[config.mk]
export PLATFORM = sky130hd
export DESIGN_NAME = barrier_sprite_flat
export DESIGN_NICKNAME = d
export VERILOG_FILES = /design/src/rtl/barrier_sprite_pkg.sv /design/src/rtl/barrier_sprite_if.sv /design/src/rtl/barrier_sprite_vsync_tick.sv /design/src/rtl/barrier_sprite.sv /design/src/flat_wrapper.sv
export SDC_FILE = /design/constraint.sdc
export NUM_CORES = 1
export LEC_CHECK = 0
export CAP_MARGIN = 20
export CELL_PAD_IN_SITES_DETAIL_PLACEMENT = 1
export CELL_PAD_IN_SITES_GLOBAL_PLACEMENT = 2
export CORE_ASPECT_RATIO = 1.25
export CORE_MARGIN = 2
export CORE_UTILIZATION = 25
export CTS_BUF_LIST = sky130_fd_sc_hd__clkbuf_16
export DETAILED_ROUTE_END_ITERATION = 12
export HOLD_SLACK_MARGIN = 0.12
export PLACE_DENSITY = 0.8
export SLEW_MARGIN = 20
export SYNTH_ARGS = -nofsm -noshare
export SYNTH_HDL_FRONTEND = slang
export SYNTH_SLANG_ARGS = --single-unit
[constraint.sdc]
create_clock -name i_clk -period 4.8 [get_ports i_clk]
set_clock_uncertainty 0.2 [all_clocks]
set_input_delay 0.48 -clock i_clk [delete_from_list [all_inputs] [get_ports i_clk]]
set_output_delay 0.48 -clock i_clk [all_outputs]
set_load 0.02 [all_outputs]
[src/rtl/barrier_sprite_pkg.sv]
// Shared types and constants for the barrier sprite: FSM states, palette,
// texture and drift direction.
package barrier_pkg;

    typedef enum logic [1:0] {
        IDLE,
        APPROACH,
        HITTABLE,
        DONE
    } barrier_state_t;

    typedef logic [1:0] pal_idx_t;

    // Horizontal drift: -1 left, 0 none, +1 right
    typedef logic signed [1:0] dir_t;

    localparam int unsigned SPRITE_H = 32;

    // Index order: 0 transparent, 1 red, 2 sky, 3 white
    localparam logic [3:0][23:0] PALETTE = {
        24'hFF_FF_FF,
        24'h8E_D8_ED,
        24'hFF_00_00,
        24'h00_00_00
    };

    // One 32-bit word per texel row, 2 bits per column; rows 3..6 are red
    localparam logic [7:0][31:0] TEXTURE = {
        32'h0000_0000,
        {4{32'h5555_5555}},
        {3{32'h0000_0000}}
    };

    function automatic pal_idx_t texel(input logic [2:0] row, input logic [3:0] col);
        return TEXTURE[row][{col, 1'b0} +: 2];
    endfunction

endpackage

[src/rtl/barrier_sprite_if.sv]
// Pixel query bus: the pixel pipeline presents a coordinate and the sprite
// answers with its colour and coverage for that coordinate.
interface barrier_sprite_if;
    logic [15:0] i_x;
    logic [15:0] i_y;
    logic [7:0]  o_red;
    logic [7:0]  o_green;
    logic [7:0]  o_blue;
    logic        o_sprite_hit;

    modport master (
        output i_x, i_y,
        input  o_red, o_green, o_blue, o_sprite_hit
    );

    modport slave (
        input  i_x, i_y,
        output o_red, o_green, o_blue, o_sprite_hit
    );
endinterface

[src/rtl/barrier_sprite_vsync_tick.sv]
// Frame tick generator: one-cycle pulse on the rising edge of v_sync.
module vsync_tick (
    input  logic i_clk,
    input  logic i_rst,
    input  logic i_v_sync,
    output logic o_tick
);
    logic v_sync_q;

    always_ff @(posedge i_clk or posedge i_rst) begin
        if (i_rst) v_sync_q <= 1'b0;
        else       v_sync_q <= i_v_sync;
    end

    assign o_tick = i_v_sync & ~v_sync_q;
endmodule

[src/rtl/barrier_sprite.sv]
// Pseudo-perspective barrier sprite for one lane: moves, scales, reports hittability.
// Optional hit flash enabled by defining BARRIER_HIT_FLASH_EN.
module barrier_sprite
    import barrier_pkg::*;
#(
    parameter dir_t        DIR          = 2'sd1,
    parameter int unsigned START_X      = 680,
    parameter int unsigned START_Y      = 360,
    parameter int unsigned STEP_X       = 10,
    parameter int unsigned STEP_Y       = 10,
    parameter int unsigned STAGE1_Y     = 440,
    parameter int unsigned STAGE2_Y     = 550,
    parameter int unsigned STAGE3_Y     = 620,
    parameter int unsigned HIT_Y        = 550,
    parameter int unsigned END_Y        = 720,
    parameter int unsigned BASE_SHIFT   = 2,
    parameter int unsigned FLASH_FRAMES = 16
) (
    input  logic             i_clk,
    input  logic             i_rst,
    input  logic             i_v_sync,
    input  logic             i_active,
    input  logic             i_hit,
    barrier_sprite_if.slave  pix,
    output logic             o_in_position,
    output logic             o_done
);
    localparam int X_DELTA = int'(DIR) * int'(STEP_X);

    logic           tick;
    barrier_state_t state, state_n;
    logic [15:0]    x, y, x_n, y_n;
    logic           done_n;
    logic [16:0]    y_sum;
    logic signed [31:0] x_sum;
    logic [15:0]    x_step;
    logic [1:0]     stage;
    logic [2:0]     xshift;
    logic           flash_on;

    vsync_tick u_tick (
        .i_clk    (i_clk),
        .i_rst    (i_rst),
        .i_v_sync (i_v_sync),
        .o_tick   (tick)
    );

    // Saturating horizontal step; the sum is formed wide enough to never wrap
    always_comb begin
        x_sum = $signed({16'b0, x}) + X_DELTA;
        if (x_sum < 0)              x_step = '0;
        else if (x_sum > 32'sd65535) x_step = '1;
        else                        x_step = x_sum[15:0];
        y_sum = {1'b0, y} + 17'(STEP_Y);
    end

    always_comb begin
        state_n = state;
        x_n     = x;
        y_n     = y;
        done_n  = 1'b0;
        if (!i_active) begin
            state_n = IDLE;
            x_n     = 16'(START_X);
            y_n     = 16'(START_Y);
        end else if (tick) begin
            unique case (state)
                IDLE: begin
                    state_n = APPROACH;
                    x_n     = x_step;
                    y_n     = y_sum[15:0];
                end
                APPROACH: begin
                    x_n = x_step;
                    y_n = y_sum[15:0];
                    if (y_sum >= 17'(HIT_Y)) state_n = HITTABLE;
                end
                HITTABLE: begin
                    x_n = x_step;
                    if (y_sum >= 17'(END_Y)) begin
                        y_n     = 16'(END_Y);
                        state_n = DONE;
                        done_n  = 1'b1;
                    end else begin
                        y_n = y_sum[15:0];
                    end
                end
                DONE: ;
                default: state_n = IDLE;
            endcase
        end
    end

    always_ff @(posedge i_clk or posedge i_rst) begin
        if (i_rst) begin
            state         <= IDLE;
            x             <= 16'(START_X);
            y             <= 16'(START_Y);
            o_in_position <= 1'b0;
            o_done        <= 1'b0;
        end else begin
            state         <= state_n;
            x             <= x_n;
            y             <= y_n;
            o_in_position <= (state_n == HITTABLE);
            o_done        <= done_n;
        end
    end

`ifdef BARRIER_HIT_FLASH_EN
    logic [7:0] flash;

    always_ff @(posedge i_clk or posedge i_rst) begin
        if (i_rst)                              flash <= '0;
        else if (state_n == IDLE)               flash <= '0;
        else if (i_hit && state == HITTABLE)    flash <= 8'(FLASH_FRAMES);
        else if (tick && flash != '0)           flash <= flash - 8'd1;
    end

    assign flash_on = (flash != '0) && flash[1];
`else
    localparam int unsigned unused_flash_frames = FLASH_FRAMES;
    logic unused_hit;
    assign unused_hit = i_hit;
    assign flash_on   = 1'b0;
`endif

    // Stage follows the registered y directly, so it changes with y
    always_comb begin
        if (y >= 16'(STAGE3_Y))      stage = 2'd3;
        else if (y >= 16'(STAGE2_Y)) stage = 2'd2;
        else if (y >= 16'(STAGE1_Y)) stage = 2'd1;
        else                         stage = 2'd0;
        xshift = 3'(BASE_SHIFT) + {1'b0, stage};
    end

    logic [16:0] dx, dy;
    logic        in_win, visible;
    pal_idx_t    idx, idx_shown;
    logic [23:0] rgb;

    always_comb begin
        dx      = {1'b0, pix.i_x} - {1'b0, x};
        dy      = {1'b0, pix.i_y} - {1'b0, y};
        in_win  = (pix.i_x >= x) && (dx < (17'd16 << xshift)) &&
                  (pix.i_y >= y) && (dy < 17'(SPRITE_H));
        visible = (state == APPROACH) || (state == HITTABLE);
        idx     = texel(dy[4:2], 4'(dx >> xshift));
        idx_shown = (flash_on && idx == 2'd1) ? 2'd3 : idx;
        rgb     = (in_win && visible) ? PALETTE[idx_shown] : '0;
    end

    assign pix.o_red        = rgb[23:16];
    assign pix.o_green      = rgb[15:8];
    assign pix.o_blue       = rgb[7:0];
    assign pix.o_sprite_hit = in_win && visible && (idx != 2'd0);
endmodule

[src/flat_wrapper.sv]
// flat-port wrapper written by rule: the top's interface ports become plain ports
module barrier_sprite_flat import barrier_pkg::*;
#(
    parameter dir_t        DIR          = 2'sd1,
    parameter int unsigned START_X      = 680,
    parameter int unsigned START_Y      = 360,
    parameter int unsigned STEP_X       = 10,
    parameter int unsigned STEP_Y       = 10,
    parameter int unsigned STAGE1_Y     = 440,
    parameter int unsigned STAGE2_Y     = 550,
    parameter int unsigned STAGE3_Y     = 620,
    parameter int unsigned HIT_Y        = 550,
    parameter int unsigned END_Y        = 720,
    parameter int unsigned BASE_SHIFT   = 2,
    parameter int unsigned FLASH_FRAMES = 16
)
  (i_clk, i_rst, i_v_sync, i_active, i_hit, o_in_position, o_done, pix_i_x, pix_i_y, pix_o_red, pix_o_green, pix_o_blue, pix_o_sprite_hit);
  barrier_sprite_if pix_i ();
  input  logic i_clk;
  input  logic i_rst;
  input  logic i_v_sync;
  input  logic i_active;
  input  logic i_hit;
  output logic o_in_position;
  output logic o_done;
  input wire logic [$bits(pix_i.i_x)-1:0] pix_i_x;
  input wire logic [$bits(pix_i.i_y)-1:0] pix_i_y;
  output wire logic [$bits(pix_i.o_red)-1:0] pix_o_red;
  output wire logic [$bits(pix_i.o_green)-1:0] pix_o_green;
  output wire logic [$bits(pix_i.o_blue)-1:0] pix_o_blue;
  output wire logic [$bits(pix_i.o_sprite_hit)-1:0] pix_o_sprite_hit;
  assign pix_i.i_x = pix_i_x;
  assign pix_i.i_y = pix_i_y;
  assign pix_o_red = pix_i.o_red;
  assign pix_o_green = pix_i.o_green;
  assign pix_o_blue = pix_i.o_blue;
  assign pix_o_sprite_hit = pix_i.o_sprite_hit;
  barrier_sprite #(.DIR(DIR), .START_X(START_X), .START_Y(START_Y), .STEP_X(STEP_X), .STEP_Y(STEP_Y), .STAGE1_Y(STAGE1_Y), .STAGE2_Y(STAGE2_Y), .STAGE3_Y(STAGE3_Y), .HIT_Y(HIT_Y), .END_Y(END_Y), .BASE_SHIFT(BASE_SHIFT), .FLASH_FRAMES(FLASH_FRAMES)) u_core (.i_clk(i_clk), .i_rst(i_rst), .i_v_sync(i_v_sync), .i_active(i_active), .i_hit(i_hit), .pix(pix_i), .o_in_position(o_in_position), .o_done(o_done));
endmodule
# After elaboration in Yosys (flattened, before gate mapping)
# Memory sizes are Yosys's and may differ from the RTL's.
# Index checks and enable logic that the tools add are counted.
# classes
n_addsub	5
mul	0
div	0
magnitude_cmp	13
eq_ne	6
n_shift	3
mux	25
bitwise_logic	2
reduce_logical	12
# ops
op	count
16-bit two-way mux	8
24-bit binary-select mux with 2-bit select	1
24-bit two-way mux	2
16-bit by 4-bit adder with 17-bit output, second input constant	2
17-bit by 10-bit greater-or-equal comparator with 1-bit output, second input constant	2
16-bit by 16-bit subtractor with 17-bit output	2
16-bit by 10-bit greater-or-equal comparator with 1-bit output, second input constant	2
16-bit greater-or-equal comparator	2
32-bit by 17-bit greater-than comparator with 1-bit output, second input constant	1
32-bit by 1-bit less-than comparator with 1-bit output, second input constant	1
32-bit two-way mux	1
16-bit one-hot mux with 2 select lines	1
32-bit by 6-bit variable part select with 2-bit output	1
17-bit less-than comparator	1
17-bit by 6-bit less-than comparator with 1-bit output, second input constant	1
5-bit by 3-bit << shifter with 17-bit output, first input constant	1
17-bit by 3-bit >> shifter with 4-bit output	1
16-bit by 9-bit greater-or-equal comparator with 1-bit output, second input constant	1
2-bit two-way mux	6
2-bit one-hot mux with 3 select lines	1
1-bit logical AND	5
1-bit two-way mux	5
2-bit equality test, second input constant	2
3-bit by 4-bit less-than comparator with 1-bit output, second input constant	1
other kinds (14)	15
# word_totals
register_bits	37
latch_bits	0
ram_bits	0
romBits	256
output_inout_bits	27
elab_cells	73
mem_count	1
# memory_table
name	words	word_bits	read_ports	rd_clocked_by_memory_dff	wr	line_no	text
(no name shown)	8	32	1	0	0	barrier_sprite_pkg.sv:35	return TEXTURE[row][{col, 1'b0} +: 2];

# Longest topological paths before layout
# logic_depth
depth_word	12
depth_mapped	21
mapped_depth_nobuf	20

# Modules after synthesis
# Synthesis repeated with hierarchy kept, for this count alone.
# unflattened
cells_unflattened	537
area_unflattened_um2	4269.1
# by_module_without_submodules
module	instances	cells_per_inst	area_per_inst_um2
barrier_sprite	1	534	4226.6
vsync_tick	1	3	42.5

# Least setup slack after synthesis
# Ideal clock, no wire load.
# synth_timing
path_type	input to output
from	in pix_i_x[0]
to	out pix_o_red[0]
arrival_time_ns	5.135
path_slack_ns	-1.015
path_stages	20
path_cell_list	inv_1 > ha_1 > fa_1 > nor2b_1 > o21a_1 > o21a_1 > o211ai_1 > nand2_1 > a21oi_1 > o311ai_0 > ha_1 > nand2_1 > o21ai_0 > a211oi_1 > o221ai_1 > nor4_1 > o2111ai_1 > or4_1 > nor4_1 > buf_4
# synth_via
elab_chain_cells	7
elab_cells_between_ends	12
classes_between	1 x add/sub; 2 x order compare; 2 x shift; 3 x mux; 4 x reduce/logical
# synth_lines
element	line_no	text
from (decl)	flat_wrapper.sv:26	input wire logic [$bits(pix_i.i_x)-1:0] pix_i_x;
parallel branches: the longest is 6 deep, another holds 16-bit by 16-bit subtractor with 17-bit output	n/a	
24-bit two-way mux *	barrier_sprite.sv:150	rgb = (in_win && visible) ? PALETTE[idx_shown] : '0;
to (decl)	flat_wrapper.sv:28	output wire logic [$bits(pix_i.o_red)-1:0] pix_o_red;
# Every way passes the cells marked *. The select of a mux whose other input is x is not followed.

# Worst setup path after layout
# layout_timing
from	reg u_core.x[3]
to	out pix_o_red[5]
# layout_via
elab_chain_cells	7
elab_cells_between_ends	12
classes_between	1 x add/sub; 2 x order compare; 2 x shift; 3 x mux; 4 x reduce/logical
# layout_lines
element	line_no	text
from (decl)	barrier_sprite.sv:32	logic [15:0] x, y, x_n, y_n;
from (signal assigned)	barrier_sprite.sv:97	x <= 16'(START_X);
from (signal assigned)	barrier_sprite.sv:103	x <= x_n;
parallel branches: the longest is 6 deep, another holds 16-bit by 16-bit subtractor with 17-bit output	n/a	
24-bit two-way mux *	barrier_sprite.sv:150	
# Marks and branches as above.

==> flow_metrics.tcl <==
set metrics [dict create \
    finalWirelength_mm 12.84 \
    path_cells "inv_1 > ha_1 > o21a_1 > o21a_1 > o211ai_1 > nand2_1 > a21oi_2 > nand3_1 > o311ai_2 > ha_1 > nand2_1 > o21ai_1 > a211oi_1 > o221ai_1 > nor4_1 > o2111ai_1 > or4_4 > nor4_4 > buf_4 > buf_6" \
    vias_per_cell 5.070 \
    fp.dieH_um 145.4 \
    critical_path_class "flip-flop to output port" \
    initial_utilization_pct 25.56 \
    grt_setup_unrepaired "yes" \
    use_met3_pct 1.999 \
    hpwl_mm 10.28 \
    drive_gt1_share_pct 17.41 \
    drv_cap 0 \
    critPathBufInv 3 \
    clk_pin_slew_ps 60 \
    worstPathArrival_ps 4430 \
    numPortBuffers 45 \
    routedWlPerCell_um 16.08 \
    slowest_delay_ps 530 \
    crit_family "compound AO/OA/AOI/OAI gates" \
    violations "setup timing" \
    worst_ep_required_time_ps 4120 \
    layout_common_cells "a21oi_1, buf_4, inv_1" \
    drt_iter0_drc 129 \
    groute.layer.met2.usage_pct 28.44 \
    cts-root-buf "clkbuf_16" \
    postSynth.asyncResetShare_pct 100.0 \
    fin_ws_ps -310.1 \
    ant_nets 0 \
    dieWidth_um 117.1 \
    yosysWarnings 0 \
    finalCritPeriodShare_pct 106.5 \
    ys_seq_elements 36 \
    dr_total_vias 4046 \
    synth_top_family_by_area "compound AO/OA/AOI/OAI gates" \
    grt_usage_pct 15.45 \
    critPathSlowestCell "dfstp_2" \
    p_leak_uw 0.002164 \
    antenna_found_initial 0 \
    finalCriticalPeriod_ps 5110 \
    route.detailed.drc 0 \
    rows 51 \
    synth_area_per_cell_sq_um 7.945 \
    worstMarginPinSlew_ps 825.2 \
    fmax_ghz 0.1957 \
    synth_edf_count 0 \
    pre_cts_ws_ps -1160 \
    grt_pass1_wl_mm 21.19 \
    numCtsBuffers 5 \
    antenna_cells 0 \
    power.density_nw_per_um2 191.3 \
    synth-compound-area-share_pct 27.05 \
    cp-start-kind "flip-flop" \
    clkLatencyLatePin_ps 280 \
    pin_count 64 \
    clock-sinks 36 \
    synth_cell_type_count 66 \
    synthMuxAreaShare_pct 1.315 \
    grtUsageMet1_pct 17.79 \
    drt_pass1_iterations 4 \
    power.total_uw 986.6 \
    grt_pass1_vias 4348 \
    path_max_fanout 4 \
    relSlewSlack_pct 44.48 \
    overflow 0 \
    synth_area_sq_um 3996 \
    yosysSeqAreaShare_pct 22.79 \
    status "finished, violations left" \
    synth-xor-area-share_pct 5.260 \
    hp-class "flip-flop to flip-flop" \
    setup_viol 9 \
    ys.flop_type "dfrtp_1" \
    hold_viol 0 \
    synthSimpleGateAreaFrac_pct 18.13 \
    nets 668 \
    ir_drop_mv 0.1287 \
    grt_start_max_net_pins 37 \
    gp_congestion 0.8571 \
    syn_to_final_growth_pct 29.02 \
    grt-busiest-layer "met2" \
    layout_commonest_cell "a21oi_1" \
    core_area_sq_um 15630 \
    h-tree-depth 2 \
    cts_tree "done" \
    synth_fa_ha_area_share_pct 14.59 \
    holdBufCountCts 0 \
    synthCells 503 \
    dieArea_sq_um 17020 \
    drv_slew 0 \
    end_kind "output port" \
    cts_buffer_depth 2 \
]
## area by class of cell
cell class	count	area, sq um
inverter	50	187.7
clock buffer	5	125.1
timing repair buffer	98	855.8
multi-input combinational	394	2773
tap	212	265.3
sequential	36	910.9
fill	1905	10480
clock inverter	3	38.79
## cells by family after synthesis
logic type      after synthesis
compound gates              162
buf+inv                      88
simple gates                140
fa+ha+maj                    46
mux                           5
other cells                   2
flops                        36
xor+xnor                     24
## sequential cells by signal, indices dropped and copies added (netlist names)
name / cells
u_core.o_in_position: 1
u_core.state: 2
u_core.o_done: 1
u_core.x: 16
u_core.u_tick.v_sync_q: 1
u_core.y: 15
## final timing paths
kind	start	to	slack (ps)	cells after the start
max in group asynchronous	i_rst	u_core.x[9]	3610	3
worst min register to register	u_core.x[15]	u_core.x[14]	390	2
min in group asynchronous	i_rst	u_core.u_tick.v_sync_q	410	3
worst max register to register	u_core.y[1]	u_core.y[14]	1170	10
worst min-delay path	u_core.x[15]	u_core.x[14]	390	2
worst max-delay path	u_core.x[3]	pix_o_red[5]	-310	20
## routing by layer
metal / up-vias / wire length, um / share of wire [%]
met5: - / 0 / 0
met4: 0 / 431 / 3.4
met3: 28 / 282 / 2.2
met2: 66 / 6915 / 54
met1: 1976 / 5207 / 41
li1: 1976 / - / -
## cells in the mapped netlist, drive strengths merged (8+ instances only)
library cell	number	area [sq um]
dfstp	8	210.2
xnor2	19	166.4
nor2	22	82.58
nand2	31	123.9
a21oi	58	290.3
buf	28	200.2
clkbuf	10	38.78
inv	50	187.7
nor3	12	60.06
ha	45	563.0
o21ai	25	125.1
nand4	9	56.30
dfrtp	28	700.7
nand3	26	130.1
nor2b	8	50.05
## where the power goes
group / switching, uW / total (uW) / internal [uW]
clock network: 122 / 364 / 242
registers: 9.32 / 322 / 313
logic: 164 / 300 / 137
## worst reg2reg max path, delay by kind of cell (launching register included)
| kind | cells | cell delay [ps] |
|---|---|---|
| AO/OA/AOI/OAI | 5 | 1420 |
| AND/OR/NAND/NOR | 3 | 1000 |
| flip-flops | 1 | 530 |
| adder cells (fa/ha/maj) | 1 | 240 |
| buffers and inverters | 1 | 150 |
## per-stage QoR
| stage | hold slack [ps] | instance area [sq um] | utilization (%) | cells | setup TNS [ps] |
|---|---|---|---|---|---|
| floorplan | 295.5 | 4071 | - | 518 | 0 |
| global placement | 320.7 | 4901 | 31.35 | 784 | -9878 |
| detailed placement | 333.8 | 4901 | 31.35 | 784 | -10370 |
| CTS | 376.3 | 5137 | 32.86 | 796 | -3528 |
| global route | 408.6 | 5156 | 32.98 | 798 | -5598 |
| finish | 385.1 | 5156 | 32.98 | 798 | -2649 |
## what timing repair did
item,CTS,global route
resized for setup,72,1
endpoints found under the setup margin,9,9
gates cloned,1,0
pin swaps,16,7
setup buffers,3,2
Power figures use the tool's default switching activity.
